`src/rtl/mul_hilo_unit_pkg.sv`:
```
// Shared types and constants for the HI/LO multiply unit.
package mul_hilo_unit_pkg;

  localparam int W_DEF     = 32;
  localparam int CNT_W_DEF = 6;

  typedef enum logic [1:0] {MS_IDLE, MS_RUN, MS_FIX} mul_state;

  localparam logic [1:0] MC_NONE = 2'b00;
  localparam logic [1:0] MC_HI   = 2'b01;
  localparam logic [1:0] MC_LO   = 2'b10;

  localparam logic [1:0] AM_MUL  = 2'b01;

  // True when the move select requests a read of HI or LO.
  function automatic logic is_move(input logic [1:0] mc);
    return (mc == MC_HI) || (mc == MC_LO);
  endfunction

endpackage

```
`src/rtl/mul_hilo_unit_if.sv`:
```
// Issue/read bundle between the execute-stage control and the HI/LO multiply unit.
interface mul_hilo_unit_if #(
  parameter int W = 32
);

  logic         start;
  logic         is_signed;
  logic [W-1:0] src_a;
  logic [W-1:0] src_b;
  logic [1:0]   mc;
  logic [W-1:0] hilo_out;
  logic         busy;
  logic         stall;
  logic         done;

  modport master (
    output start, is_signed, src_a, src_b, mc,
    input  hilo_out, busy, stall, done
  );

  modport slave (
    input  start, is_signed, src_a, src_b, mc,
    output hilo_out, busy, stall, done
  );

endinterface

```
`src/rtl/mul_hilo_unit_shift_add.sv`:
```
// Shift-add datapath for the iterative multiplier: holds the magnitude
// operands and the 2W-bit partial product, one multiplier bit per step.
module mul_shift_add
  import mul_hilo_unit_pkg::*;
#(
  parameter int W     = 32,
  parameter int CNT_W = 6
) (
  input  logic             clk,
  input  logic             reset,
  input  logic             load,
  input  logic             step,
  input  logic [CNT_W-1:0] extra_shift,
  input  logic [W-1:0]     mcand_in,
  input  logic [W-1:0]     mplr_in,
  output logic             tail_zero,
  output logic [2*W-1:0]   prod
);

  logic [W-1:0] mcand;
  logic [W-1:0] mplr;
  logic [W-1:0] hi;
  logic [W-1:0] lo;
  logic [W:0]   sum;

  // Conditional add of the multiplicand into the upper half, carry kept in bit W.
  always_comb begin
    sum = {1'b0, hi};
    if (mplr[0]) begin
      sum = {1'b0, hi} + {1'b0, mcand};
    end
  end

  // Bits above the one consumed this step; all zero means nothing more to add.
  assign tail_zero = ~|mplr[W-1:1];
  assign prod      = {hi, lo};

  // Load operands on issue, then add-and-shift once per step; extra_shift
  // collapses the remaining add-free iterations into the same edge.
  always_ff @(posedge clk) begin
    if (reset) begin
      mcand <= '0;
      mplr  <= '0;
      hi    <= '0;
      lo    <= '0;
    end else if (load) begin
      mcand <= mcand_in;
      mplr  <= mplr_in;
      hi    <= '0;
      lo    <= '0;
    end else if (step) begin
      mplr     <= mplr >> 1;
      {hi, lo} <= {sum[W:1], sum[0], lo[W-1:1]} >> extra_shift;
    end
  end

endmodule

```
`src/rtl/mul_hilo_unit.sv`:
```
// Iterative 32x32 MULT/MULTU unit with HI/LO registers, MFHI/MFLO read
// port and pipeline stall. Optional build macro MUL_EARLY_EXIT_EN ends the
// iteration as soon as the remaining multiplier bits are all zero.
module mul_hilo_unit
  import mul_hilo_unit_pkg::*;
#(
  parameter int W     = 32,
  parameter int CNT_W = 6
) (
  input  logic            clk,
  input  logic            reset,
  mul_hilo_unit_if.slave  bus
);

`ifdef MUL_EARLY_EXIT_EN
  localparam bit EARLY_EXIT = 1'b1;
`else
  localparam bit EARLY_EXIT = 1'b0;
`endif

  mul_state         state;
  logic [CNT_W-1:0] cnt;
  logic             neg;
  logic [W-1:0]     hi_reg;
  logic [W-1:0]     lo_reg;
  logic             busy_q;
  logic             done_q;

  logic [W-1:0]     a_abs;
  logic [W-1:0]     b_abs;
  logic             load;
  logic             step;
  logic             tail_zero;
  logic             last_iter;
  logic             exit_now;
  logic [CNT_W-1:0] extra_shift;
  logic [2*W-1:0]   prod;
  logic [2*W-1:0]   fixed;

  // Magnitudes are W-bit unsigned, so the most negative value maps to itself.
  assign a_abs = (bus.is_signed && bus.src_a[W-1]) ? (~bus.src_a + 1'b1) : bus.src_a;
  assign b_abs = (bus.is_signed && bus.src_b[W-1]) ? (~bus.src_b + 1'b1) : bus.src_b;

  assign load        = (state == MS_IDLE) && bus.start;
  assign step        = (state == MS_RUN);
  assign last_iter   = (cnt == CNT_W'(W - 1));
  assign exit_now    = last_iter || (EARLY_EXIT && tail_zero);
  assign extra_shift = (EARLY_EXIT && exit_now) ? (CNT_W'(W - 1) - cnt) : '0;
  assign fixed       = neg ? (~prod + 1'b1) : prod;

  mul_shift_add #(
    .W     (W),
    .CNT_W (CNT_W)
  ) u_shift_add (
    .clk         (clk),
    .reset       (reset),
    .load        (load),
    .step        (step),
    .extra_shift (extra_shift),
    .mcand_in    (a_abs),
    .mplr_in     (b_abs),
    .tail_zero   (tail_zero),
    .prod        (prod)
  );

  // Sequencing FSM: accept an issue in IDLE, iterate in RUN, sign-fix and commit HI/LO in FIX.
  always_ff @(posedge clk) begin
    if (reset) begin
      state  <= MS_IDLE;
      cnt    <= '0;
      neg    <= 1'b0;
      hi_reg <= '0;
      lo_reg <= '0;
      busy_q <= 1'b0;
      done_q <= 1'b0;
    end else begin
      done_q <= 1'b0;
      case (state)
        MS_IDLE: begin
          if (bus.start) begin
            neg    <= bus.is_signed & (bus.src_a[W-1] ^ bus.src_b[W-1]);
            cnt    <= '0;
            busy_q <= 1'b1;
            state  <= MS_RUN;
          end
        end
        MS_RUN: begin
          cnt <= cnt + 1'b1;
          if (exit_now) begin
            state <= MS_FIX;
          end
        end
        MS_FIX: begin
          {hi_reg, lo_reg} <= fixed;
          done_q <= 1'b1;
          busy_q <= 1'b0;
          state  <= MS_IDLE;
        end
        default: begin
          state  <= MS_IDLE;
          busy_q <= 1'b0;
        end
      endcase
    end
  end

  // MFHI/MFLO read mux straight off the committed registers.
  always_comb begin
    bus.hilo_out = '0;
    if (bus.mc == MC_HI) begin
      bus.hilo_out = hi_reg;
    end else if (bus.mc == MC_LO) begin
      bus.hilo_out = lo_reg;
    end
  end

  assign bus.busy  = busy_q;
  assign bus.done  = done_q;
  assign bus.stall = busy_q && (bus.start || is_move(bus.mc));

endmodule
```
`src/flat_wrapper.sv`:
```
// flat-port wrapper written by rule: the top's interface ports become plain ports
module mul_hilo_unit_flat import mul_hilo_unit_pkg::*;
#(
  parameter int W     = 32,
  parameter int CNT_W = 6
)
  (clk, reset, bus_start, bus_is_signed, bus_src_a, bus_src_b, bus_mc, bus_hilo_out, bus_busy, bus_stall, bus_done);
  mul_hilo_unit_if #(.W(W)) bus_i ();
  input  logic clk;
  input  logic reset;
  input wire logic [$bits(bus_i.start)-1:0] bus_start;
  input wire logic [$bits(bus_i.is_signed)-1:0] bus_is_signed;
  input wire logic [$bits(bus_i.src_a)-1:0] bus_src_a;
  input wire logic [$bits(bus_i.src_b)-1:0] bus_src_b;
  input wire logic [$bits(bus_i.mc)-1:0] bus_mc;
  output wire logic [$bits(bus_i.hilo_out)-1:0] bus_hilo_out;
  output wire logic [$bits(bus_i.busy)-1:0] bus_busy;
  output wire logic [$bits(bus_i.stall)-1:0] bus_stall;
  output wire logic [$bits(bus_i.done)-1:0] bus_done;
  assign bus_i.start = bus_start;
  assign bus_i.is_signed = bus_is_signed;
  assign bus_i.src_a = bus_src_a;
  assign bus_i.src_b = bus_src_b;
  assign bus_i.mc = bus_mc;
  assign bus_hilo_out = bus_i.hilo_out;
  assign bus_busy = bus_i.busy;
  assign bus_stall = bus_i.stall;
  assign bus_done = bus_i.done;
  mul_hilo_unit #(.W(W), .CNT_W(CNT_W)) u_core (.clk(clk), .reset(reset), .bus(bus_i));
endmodule
```
`config.mk`:
```
export PLATFORM = sky130hd
export DESIGN_NAME = mul_hilo_unit_flat
export DESIGN_NICKNAME = d
export VERILOG_FILES = /design/src/rtl/mul_hilo_unit_pkg.sv /design/src/rtl/mul_hilo_unit_if.sv /design/src/rtl/mul_hilo_unit_shift_add.sv /design/src/rtl/mul_hilo_unit.sv /design/src/flat_wrapper.sv
export SDC_FILE = /design/constraint.sdc
export NUM_CORES = 1
export LEC_CHECK = 0
export CAP_MARGIN = 15
export CORE_MARGIN = 3
export CORE_UTILIZATION = 65
export DETAILED_ROUTE_END_ITERATION = 10
export DONT_BUFFER_PORTS = 1
export PLACE_DENSITY_LB_ADDON = 0.3
export RECOVER_POWER = 100
export SLEW_MARGIN = 10
export SYNTH_ARGS = -nofsm -noshare
export SYNTH_HDL_FRONTEND = slang
export SYNTH_SLANG_ARGS = --single-unit
```
`constraint.sdc`:
```
create_clock -name clk -period 3.85 [get_ports clk]
set_clock_uncertainty 0.2 [all_clocks]
set_input_delay 0 -clock clk [delete_from_list [all_inputs] [get_ports clk]]
set_output_delay 0 -clock clk [all_outputs]
set_load 0.01 [all_outputs]
```
; After elaboration in Yosys (flattened, before gate mapping)
; Cells that the tools add are included.
[word_totals]
register_bits = 203
inputBits = 70
output_inout_bits = 35
elab_cells = 59
[op_classes]
add_sub_neg = 5
eq_ne = 7
mux = 16
bitwise_logic = 6
reduce_logical = 14
[op_table]
columns = cell, n
row1 = $mux W32, 6
row2 = $add A32 B1 Y32 const B, 2
row3 = $add A64 B1 Y64 const B, 1
row4 = $mux W64, 1
row5 = $not A32 Y32, 2
row6 = $not A64 Y64, 1
row7 = $add A32 B32 Y33, 1
row8 = $mux W33, 1
row9 = $pmux W6 S2, 1
row10 = $reduce_and A2 Y1, 4
row11 = $add A6 B1 Y6 const B, 1
row12 = $eq A6 B5 Y1 const B, 1
row13 = $mux W6, 1
row14 = $eq A2 B1 Y1 const B, 2
row15 = $eq A2 B2 Y1 const B, 2
row16 = $logic_and A1 B1 Y1, 4
row17 = $mux W2, 2
row18 = $ne A2 B2 Y1 const B, 2
row19 = $pmux W2 S2, 1
row20 = $reduce_bool A2 Y1, 2
row21 = $logic_not A2 Y1, 1
row22 = $logic_or A1 B1 Y1, 2
row23 = $mux W1, 2
row24 = $pmux W1 S2, 1
row25 = other kinds (4), 4

; Logic depth before layout (Yosys ltp)
; Gate-level depths: netlist (run 1).
[depth]
ltp_word = 4
mapped_depth = 10
mapped_depth_nobuf = 10

; By module
; A second synthesis (run 1) with hierarchy kept.
[unflattened]
hier_cells = 2388
hier_area_um2 = 17634.4
[modules_own_cells]
columns = mod, n_inst, cells_per_inst, area_each_um2
row1 = mul_shift_add, 1, 1597, 11868.9
row2 = mul_hilo_unit, 1, 791, 5765.5

; Worst setup path after synthesis (run 1)
; Ideal clock, no wire load.
[synth_timing]
kind = flip-flop to flip-flop
start = reg u_core.u_shift_add.hi[0]
end = reg u_core.u_shift_add.hi[25]
setup_ns = 0.095
t_arrival_ns = 2.516
t_required_ns = 3.555
path_slack_ns = 1.039
path_stages_with_launch = 11
path_buffers = 0
period_less_slack_ns = 2.811
path_cell_list = dfxtp_1 ha_1 fa_1 a211oi_1 o21bai_1 a21oi_1 or3_1 a31oi_1 a221oi_1 xor2_1 a221oi_1
[synth_between]
elab_chain_cells = 2
[synth_rtl]
columns = element, line_no
row1 = from (decl), mul_hilo_unit_shift_add.sv:22  ; logic [W-1:0] hi;
row2 = from (signal assigned), mul_hilo_unit_shift_add.sv:53  ; {hi, lo} <= {sum[W:1], sum[0], lo[W-1:1]} >> extra_shift;
row3 = $add A32 B32 Y33, mul_hilo_unit_shift_add.sv:30  ; sum = {1'b0, hi} + {1'b0, mcand};
row4 = $mux W33, mul_hilo_unit_shift_add.sv:29  ; if (mplr[0]) begin
; Every way passes these cells.
; A chain may end at the register's enable or synchronous reset.

; Worst setup path after layout (run 1)
[layout_timing]
start = in bus_src_a[8]
end = reg u_core.u_shift_add.mcand[29]
[layout_between]
elab_chain_cells = 3
[layout_rtl]
columns = element, line_no
row1 = from (decl), flat_wrapper.sv:13  ; input wire logic [$bits(bus_i.src_a)-1:0] bus_src_a;
row2 = $not A32 Y32, mul_hilo_unit.sv:41  ; assign a_abs = (bus.is_signed && bus.src_a[W-1]) ? (~bus.src_a + 1'b1) : bus.src_a;
row3 = $add A32 B1 Y32, mul_hilo_unit.sv:41
row4 = $mux W32, mul_hilo_unit.sv:41
row5 = to (signal assigned), mul_hilo_unit_shift_add.sv:47  ; mcand <= mcand_in;
row6 = to (decl), mul_hilo_unit_shift_add.sv:20  ; logic [W-1:0] mcand;
; Every way passes these cells.

==> flow_metrics.tcl, run 1 <==
set metrics [dict create \
    final_core_util 0.7710 \
    syn_inst 1585 \
    grt_pass1_vias 11741 \
    drv_cap 4 \
    finalSetupTns_ps 0 \
    cts_max_path_buffers 3 \
    grt_pass1_wl_mm 60.75 \
    setup_viol 0 \
    first_iter_violations 1307 \
    nNetsFinal 1747 \
    htreeDepth 1 \
    numCtsBuffers 21 \
    power_switching_mw 1.495 \
    seq_area_frac_synth 0.3315 \
    status "finished with violations" \
    violations "max-capacitance violations, max-slew violations" \
    synth_flop_cell "dfxtp_1" \
    power_mw 5.341 \
    grt.overflow.total 0 \
    async_flop_share 0 \
    die_y_um 143.3 \
    cts.sinks 203 \
    hold_viol_final 0 \
    wl_per_cell_um 20.58 \
    core_mm2 0.01827 \
    synth_seq_cells 203 \
    power_leakage_nw 5.098 \
    ant_nets 0 \
    maxSlewHeadroom -0.3187 \
    cts_tree "done" \
    antenna_found_initial 0 \
    grt_usage 0.3632 \
    gp_congestion 0.9741 \
    slew_violations 235 \
    combPwrFrac 0.176 \
    grt_max_degree 103 \
    routed_via_density 6.678 \
    numPortBuffers 0 \
    routed_wl_mm 38.69 \
    critical_path_class "in -> reg" \
    ys_types 71 \
    diodes 0 \
    p_sw_frac 0.2800 \
    fmax_mhz 262.8 \
    io-pin-count 105 \
    p_int_mw 3.845 \
    end_kind "flip-flop" \
    worst_pin_slew_ps 1978 \
    synth_warnings 0 \
    dieArea_mm2 0.02054 \
    post_cts_buffers 0 \
    drcViolationCount 0 \
    fillers 1233 \
    drive_gt1_frac 0.03695 \
    syn-mean-instance-area_um2 7.734 \
    drt_first_pass_iters 6 \
    syn-cell-area_mm2 0.01226 \
    clk_latency_ps 500 \
    fin_crit_ps 3806 \
    dr_total_vias 12555 \
    synthesis.nets 1694 \
    startpoint_type "input pin" \
    start_util 0.6709 \
    die_w_um 143.3 \
    root_buffer "clkbuf_16" \
    seqPwrFrac 0.427 \
    syn_to_final_growth_pct 14.91 \
    critPathArrivalTime_ps 3990 \
    dp_hpwl_mm 22.53 \
    synth_edf_count 0 \
    crit_fanout 5 \
    min_period_over_period 0.9885 \
    p_per_area_mw_per_mm2 379.1 \
    num_rows 49 \
    clk_pin_slew_ps 60 \
    min_path_type "in -> reg" \
    p_clk_frac 0.397 \
    ir_worst_vdd_mv 0.2905 \
    required_ps 4030 \
    rsz0062_at_grt "false" \
]
==> path summary, 6_finish.rpt <==
path | end | start | slack, ps | cells past startpoint
max | u_core.u_shift_add.mcand[29] | bus_src_a[8] | 40 | 9
min | u_core.bus.busy | bus_start | 100 | 3
max reg2reg | u_core.hi_reg[10] | u_core.u_shift_add.lo[10] | 410 | 7
min reg2reg | u_core.hi_reg[29] | u_core.hi_reg[29] | 250 | 2
==> metal layers <==
layer | share of wire | track usage | vias to the layer above
li1 | - | - | 5783
met1 | 0.39 | 0.4764 | 5850
met2 | 0.47 | 0.6160 | 776
met3 | 0.10 | 0.05458 | 146
met4 | 0.040 | 0.1224 | 0
met5 | 0 | 0 | -
==> critical path, cell delays in order <==
cell	delay, ps
dlygate4sd3_1	600
or4_1	620
or3_4	400
nor4_2	530
nand3_1	350
o21ai_0	430
xor2_1	130
dlygate4sd3_1	600
a211oi_1	320
==> cells in the mapped netlist, types with 3 or more instances <==
cell,instances,area share
o21ai_0,112,0.046
xnor2_1,42,0.030
ha_1,38,0.039
xor2_1,104,0.074
a311oi_1,22,0.016
or4_1,12,0.0073
a21oi_1,114,0.047
o31ai_2,4,0.0041
o31ai_1,37,0.023
a31oi_1,7,0.0036
nand3_1,21,0.0086
nand2b_1,10,0.0051
nor3_1,28,0.011
nor4b_1,3,0.0021
a21boi_0,3,0.0018
o21ai_1,21,0.0086
mux2i_1,26,0.021
o21a_1,5,0.0031
o41ai_2,3,0.0040
o21bai_1,3,0.0018
a221oi_1,7,0.0050
a211oi_1,69,0.042
and3_1,6,0.0031
o211ai_1,15,0.0092
nand4_1,6,0.0031
o22ai_1,10,0.0051
clkbuf_1,87,0.027
or3_4,7,0.0064
nor4_1,9,0.0046
nor2b_1,4,0.0020
dfxtp_1,203,0.33
o41ai_1,10,0.0071
and2_1,8,0.0041
a21o_1,6,0.0037
buf_1,19,0.0058
nand2_1,281,0.086
or3_1,19,0.0097
nor2_1,141,0.043
inv_1,22,0.0067
nand3b_1,4,0.0024
==> power by group through the flow <==
stage / logic [mW] / clock network (mW) / registers (mW)
finish: 0.938 / 2.12 / 2.28
global route: 1.01 / 2.22 / 2.29
CTS: 0.891 / 2.12 / 2.28
detailed placement: 0.715 / 0 / 2.32
global placement: 0.702 / 0 / 2.32
floorplan: 0.608 / 0 / 2.28
==> through the flow <==
stage / worst slack (ps) / cell area, µm² / cells / hold WS, ps
CTS: 632.8 / 14230 / 1879 / 5.515
global route: 31.83 / 14090 / 1880 / 121.4
detailed placement: 672.6 / 12270 / 1719 / -115.3
floorplan: 1039 / 12260 / 1585 / -64.03
finish: 44.19 / 14090 / 1880 / 104.4
global placement: 745.7 / 12270 / 1719 / -119.0
==> placed cells by master, fill, tap and decap left out, types with 8 or more instances in the layout <==
master / count
clkbuf_16: 21
nor4_1: 9
or3_1: 21
o22ai_1: 10
nor2_1: 141
or4_1: 13
a311oi_1: 22
ha_1: 38
inv_1: 22
a21oi_1: 114
nand3_1: 22
xnor2_1: 42
o31ai_1: 41
o211ai_1: 15
o21ai_0: 120
dfxtp_1: 202
dlygate4sd3_1: 123
a211oi_1: 69
o41ai_1: 14
mux2i_1: 26
nor3_1: 28
nand4_1: 8
xor2_1: 104
nand2b_1: 9
nand2_1: 281
o21ai_1: 13
==> repair_timing <==
action / 4_1_cts / 5_1_grt
hold buffers: 124 / 0
endpoints found under the hold margin: 169 / 0
gates resized for setup: 0 / 0
setup endpoints to repair: 0 / 0
==> cell type report <==
cell class | count | area (µm²) | area share
Inverter | 22 | 82.58 | 0.005863
Timing Repair Buffer | 137 | 1348 | 0.09567
Multi-Input combinational cell | 1253 | 7596 | 0.5393
Tap cell | 229 | 286.5 | 0.02034
Clock buffer | 30 | 599.3 | 0.04255
Clock inverter | 6 | 108.9 | 0.007728
Sequential cell | 203 | 4065 | 0.2886
==> kinds of logic (layout without fill, tap and decap cells) <==
family | after synthesis | count (layout) | synth area share
AND/OR/NAND/NOR | 577 | 577 | 0.2174
AO/OA/AOI/OAI | 465 | 465 | 0.2450
flip-flops | 203 | 203 | 0.3315
XOR/XNOR | 146 | 146 | 0.1043
buffers and inverters | 129 | 195 | 0.04011
adder cells (fa/ha/maj) | 39 | 39 | 0.04042
multiplexers | 26 | 26 | 0.02123
No activity file was read; power rests on OpenSTA's default activity.
==> run 2, diff against run 1 <==
--- a/config.mk
+++ b/config.mk
@@ -6,8 +6,10 @@
 export NUM_CORES = 1
 export LEC_CHECK = 0
 export CAP_MARGIN = 15
+export CELL_PAD_IN_SITES_DETAIL_PLACEMENT = 1
+export CELL_PAD_IN_SITES_GLOBAL_PLACEMENT = 1
 export CORE_MARGIN = 3
-export CORE_UTILIZATION = 65
+export CORE_UTILIZATION = 48
 export DETAILED_ROUTE_END_ITERATION = 10
 export DONT_BUFFER_PORTS = 1
 export PLACE_DENSITY_LB_ADDON = 0.3
==> run 2 against run 1 <==
The run still ends with max-capacitance violations, max-slew violations left. Combinational power rose by 3.2%. Fmax up 4.0%. Hold slack got worse by 38 ps. Cell count up 5.5%. First-iteration DRC count shrank 34%. Clock power is 11% higher. Final area is 1.9% higher. Sequential share of layout area decreased by 0.55 points. Power up 5.1%. Sequential cell count is the same. Critical path type is now reg -> reg. Critical endpoint is now u_core.u_shift_add.mcand[14].
==> flow_metrics.tcl, run 2 (synthesized netlist as in run 1, its figures left out) <==
set metrics [dict create \
    nNetsFinal 1752 \
    grt.overflow.total 0 \
    num_rows 57 \
    numCtsBuffers 23 \
    htreeDepth 1 \
    p_int_mw 4.023 \
    pre_cts_slack_ps 662.1 \
    rr_endpoint "u_core.u_shift_add.mcand[14]" \
    setup_viol 0 \
    fin_cells 1984 \
    start_util 0.4968 \
    finalSetupTns_ps 0 \
    cts_max_path_buffers 3 \
    cts.sinks 203 \
    die_w_um 165.8 \
    syn_to_final_growth_pct 17.14 \
    wl_met2_mm 20.74 \
    grt_pass1_wl_mm 68.79 \
    post-place-cells 1818 \
    cts_resized 0 \
    io-pin-count 105 \
    seqPwrFrac 0.406 \
    grt_max_degree 103 \
    combPwrFrac 0.172 \
    dieArea_mm2 0.02749 \
    min_path_type "in -> reg" \
    gp_congestion 0.8995 \
    root_buffer "clkbuf_16" \
    rsz0062_at_grt "false" \
    power_leakage_nw 5.182 \
    drv_cap 4 \
    drcViolationCount 0 \
    dr_total_vias 12305 \
    hold_depth 6 \
    layout_common_cells "nand2_1 (281), dfxtp_1 (202), nor2_1 (141)" \
    p_clk_frac 0.421 \
    whs_endpoint "u_core.u_shift_add.mplr[23]" \
    setup_ws_ps 191.5 \
    wl_per_cell_um 21.52 \
    power_switching_mw 1.591 \
    wl_met1_mm 18.64 \
    clk_latency_ps 510 \
    drive_gt1_frac 0.04400 \
    maxSlewHeadroom -0.3706 \
    stdcell_area_mm2 0.01436 \
    worst_pin_slew_ps 2056 \
    route.met3.wl_mm 1.999 \
    cts_tree "done" \
    clk_pin_slew_ps 60 \
    slew_violations 191 \
    fin_crit_ps 3658 \
    p_per_area_mw_per_mm2 391.0 \
    grt_pass1_vias 12719 \
    crit_fanout 59 \
    core_mm2 0.02468 \
    end_kind "flip-flop" \
    hold_viol_final 0 \
    antenna_found_initial 2 \
    critical_path_class "reg -> reg" \
    p_sw_frac 0.2834 \
    dp_hpwl_mm 25.81 \
    r2r-start "u_core.state[1]" \
    first_iter_violations 859 \
    ant_nets 0 \
    numPortBuffers 0 \
    min_period_over_period 0.9503 \
    r2r_slack_ps 190 \
    drt_first_pass_iters 5 \
    violations "max-capacitance violations, max-slew violations" \
    hold_start "bus_src_b[12]" \
    reg2reg_depth 5 \
    critPathArrivalTime_ps 3900 \
    top_layer_used "met5" \
    routed_wl_mm 42.70 \
    fillers 2974 \
    routed_via_density 6.202 \
    place_area_mm2 0.01244 \
    required_ps 4090 \
    fmax_mhz 273.3 \
    ir_worst_vdd_mv 0.3112 \
    die_y_um 165.8 \
    grt_usage 0.2987 \
    startpoint_type "flip-flop" \
    layout_commonest_cell "nand2_1" \
    status "finished with violations" \
]
-- run 2: power by group through the flow --
stage	Clock (mW)	Sequential, mW	Combinational, mW
after floorplan	0	2.28	0.608
after global placement	0	2.32	0.725
after detailed placement	0	2.32	0.751
after CTS	2.39	2.27	0.934
after global routing	2.49	2.29	1.05
final	2.36	2.28	0.968
-- run 2: worst max-delay path: stages, from the launching register on --
cell	delay, ps
dfxtp_1	370
nor3_1	1450
buf_12	360
nor2_1	90
a311oi_1	410
dlygate4sd3_1	680
-- run 2: layer usage --
metal  GRT usage  up-vias
li1            -     5783
met1      0.3881     6028
met2      0.5188      392
met3     0.03761      100
met4     0.09295        2
met5           0        -
-- run 2: what timing repair did --
action / in CTS / in global routing
hold endpoints to repair: 160 / 0
endpoints found under the setup margin: 0 / 0
setup buffers: 0 / 0
hold buffers: 124 / 0
-- run 2: cell type report --
class | count | area (µm²) | area share
Inverter | 22 | 82.58 | 0.005751
Sequential cell | 203 | 4065 | 0.2831
Tap cell | 324 | 405.4 | 0.02823
Clock inverter | 8 | 122.6 | 0.008540
Antenna cell | 1 | 2.502 | 0.0001743
Multi-Input combinational cell | 1253 | 7589 | 0.5285
Timing Repair Buffer | 140 | 1399 | 0.09742
Clock buffer | 33 | 693.2 | 0.04827
-- run 2: metrics by stage --
stage / hold slack (ps) / power, mW / util
after CTS: 21.03 / 5.594 / 0.5880
after floorplan: -64.03 / 2.885 / -
after detailed placement: -116.0 / 3.071 / 0.5040
after global placement: -119.1 / 3.041 / 0.5040
final: 66.14 / 5.614 / 0.5819
after global routing: 91.05 / 5.827 / 0.5819
-- run 2: how the worst max path moves through the flow --
stage                                    to  depth (start not counted)                     start
2_1_floorplan     u_core.u_shift_add.hi[25]                         10  u_core.u_shift_add.hi[0]
3_3_place_gp      u_core.u_shift_add.hi[25]                         10  u_core.u_shift_add.hi[0]
3_5_place_dp      u_core.u_shift_add.hi[17]                         10  u_core.u_shift_add.hi[0]
4_1_cts        u_core.u_shift_add.mcand[31]                          8              bus_src_a[6]
5_1_grt        u_core.u_shift_add.mcand[31]                          8              bus_src_a[6]
6_report       u_core.u_shift_add.mcand[14]                          5           u_core.state[1]
==> run 3, diff against run 2 <==
--- a/config.mk
+++ b/config.mk
@@ -8,8 +8,9 @@
 export CAP_MARGIN = 15
 export CELL_PAD_IN_SITES_DETAIL_PLACEMENT = 1
 export CELL_PAD_IN_SITES_GLOBAL_PLACEMENT = 1
+export CORE_ASPECT_RATIO = 0.8
 export CORE_MARGIN = 3
-export CORE_UTILIZATION = 48
+export CORE_UTILIZATION = 43
 export DETAILED_ROUTE_END_ITERATION = 10
 export DONT_BUFFER_PORTS = 1
 export PLACE_DENSITY_LB_ADDON = 0.3
==> constraint.sdc (replaced) <==
create_clock -name clk -period 3 [get_ports clk]
set_clock_uncertainty 0.2 [all_clocks]
set_input_delay 0 -clock clk [delete_from_list [all_inputs] [get_ports clk]]
set_output_delay 0 -clock clk [all_outputs]
set_load 0.01 [all_outputs]
==> run 3 against run 2 <==
The flow finishes with violations (max-capacitance violations, max-slew violations, negative setup slack). Non-clock buffer count rose by 53. Sequential share of layout area fell by 1.4 points. Setup slack got worse by 260 ps. Global-route usage fell by 1.8 points. Largest power group is now sequential cells.
==> flow_metrics.tcl, run 3 (synthesized netlist as in run 1, its figures left out) <==
set metrics [dict create \
    grt_usage 0.2805 \
    regArea_mm2 0.004065 \
    r2r-start "u_core.state[1]" \
    root_buffer "clkbuf_16" \
    grt_max_degree 104 \
    path_cells "dlygate4sd3_1, nor2_1, nand3_1, nor3_4, a21oi_1, xnor2_1, dlygate4sd3_1, nor2_1, a311oi_1, dlygate4sd3_1" \
    core_mm2 0.02763 \
    drive_gt1_frac 0.1029 \
    finalSetupTns_ps -70.00 \
    critical_path_class "in -> reg" \
    critPathCapture "u_core.u_shift_add.mplr[21]" \
    nNetsFinal 1805 \
    die_y_um 157.0 \
    min_period_over_period 1.023 \
    diodes 0 \
    dp_hpwl_mm 28.69 \
    die_w_um 194.8 \
    antenna_found_initial 0 \
    rr_endpoint "u_core.u_shift_add.mplr[0]" \
    routed_wl_mm 46.53 \
    maxSlewHeadroom -0.1766 \
    fin_crit_ps 3070 \
    clk_latency_ps 520 \
    dr_total_vias 12630 \
    place_area_mm2 0.01286 \
    clk_pin_slew_ps 60 \
    slew_violations 50 \
    critPathArrivalTime_ps 3330 \
    power_mw 7.081 \
    layout_commonest_cell "nand2_1" \
    required_ps 3260 \
    worst_pin_slew_ps 1765 \
    violations "max-capacitance violations, max-slew violations, negative setup slack" \
    grt_pass1_vias 12889 \
    dieArea_mm2 0.03058 \
    cts_max_path_buffers 3 \
    startpoint_type "input pin" \
    drt_first_pass_iters 5 \
    critPathSlowestCell "dlygate4sd3_1" \
    multiInputGateArea_mm2 0.007910 \
    syn_to_final_growth_pct 23.18 \
    fmax_mhz 325.7 \
    power_leakage_nw 5.526 \
    wl_per_cell_um 22.42 \
    end_kind "flip-flop" \
    startpoint "bus_src_b[1]" \
    setup_ws_ps -70.00 \
    max_stage_delay_ps 620 \
    ir_worst_vdd_mv 0.3683 \
    r2r_slack_ps 60 \
    drcViolationCount 0 \
    final_core_util 0.5464 \
    hold_ws_ps 40.26 \
    status "finished with violations" \
    rsz0062_at_grt "true" \
    min_path_type "in -> reg" \
    stdcell_area_mm2 0.01510 \
    routed_via_density 6.087 \
    first_iter_violations 950 \
    ant_nets 0 \
    grt_pass1_wl_mm 70.65 \
    numPortBuffers 0 \
    reg2reg_depth 6 \
    cts_tree "done" \
    fillers 3299 \
    io-pin-count 105 \
    gp_congestion 0.9110 \
    layout_common_cells "nand2_1 (279), dfxtp_1 (202), nor2_1 (138)" \
    drv_cap 1 \
    hold_viol_final 0 \
    htreeDepth 1 \
    p_per_area_mw_per_mm2 469.0 \
    crit_fanout 4 \
    start_util 0.4436 \
    num_rows 54 \
    grt.overflow.total 0 \
    numCtsBuffers 23 \
    worst_path_most_repeated_cell "dlygate4sd3_1" \
    cts.sinks 203 \
    setup_viol 1 \
]
## run 3: cell types whose count changed in the layout (fill, tap and decap cells not counted), sizes merged, moves of 2 or more
cell,change
bufinv,-2
inv,-2
dlygate4sd3,-4
buf,+55
dlymetal6s4s,+3
## run 3: worst min path at each step
stage	start	end	slack, ps	cells after the start
after floorplan	bus_src_a[0]	u_core.u_shift_add.mcand[0]	-60	2
after global placement	reset	u_core.u_shift_add.mplr[31]	-120	1
after detailed placement	reset	u_core.u_shift_add.mplr[31]	-110	1
after CTS	bus_src_a[7]	u_core.u_shift_add.mcand[12]	10	5
after global routing	bus_src_a[31]	u_core.u_shift_add.mcand[31]	70	2
final	bus_src_a[31]	u_core.u_shift_add.mcand[31]	40	2
## run 3: layout make-up
type,count,area share
Tap cell,364,0.03016
Multi-Input combinational cell,1253,0.5239
Inverter,22,0.005469
Sequential cell,203,0.2692
Clock buffer,34,0.04417
Timing Repair Buffer,193,0.1233
Clock inverter,6,0.003812
## run 3: report_power, final
group	total, mW	switching [mW]	internal [mW]
Sequential	2.91	0.108	2.80
Combinational	1.39	0.829	0.561
Clock	2.78	1.17	1.62
## run 3: per-stage QoR
| stage | worst slack, ps | cells |
|---|---|---|
| after global routing | -111.1 | 2075 |
| after global placement | 44.78 | 1904 |
| after detailed placement | -32.19 | 1904 |
| final | -70.00 | 2075 |
| after floorplan | 189.0 | 1585 |
| after CTS | 2.214 | 2063 |
## run 3: layer usage
layer	vias to the layer above	wire length, µm	track usage	part of all wire
met5	-	0	0	0
met2	410	22200	0.4833	0.48
met1	6235	20430	0.3699	0.44
met4	0	1426	0.07601	0.031
met3	94	2478	0.04366	0.053
li1	5891	-	-	-
## run 3: what timing repair did
action	in CTS	in global routing
resized for setup	1	46
pin swaps	0	12
hold buffers	119	5
cloned	0	1
hold endpoints to repair	171	5
setup buffers	0	7
endpoints found under the setup margin	3	55
## run 3: worst max-delay path, delay by kind of cell
kind	cells	cell delay (ps)
xor+xnor	1	200
simple gates	4	890
compound gates	2	430
buf+inv	3	1800
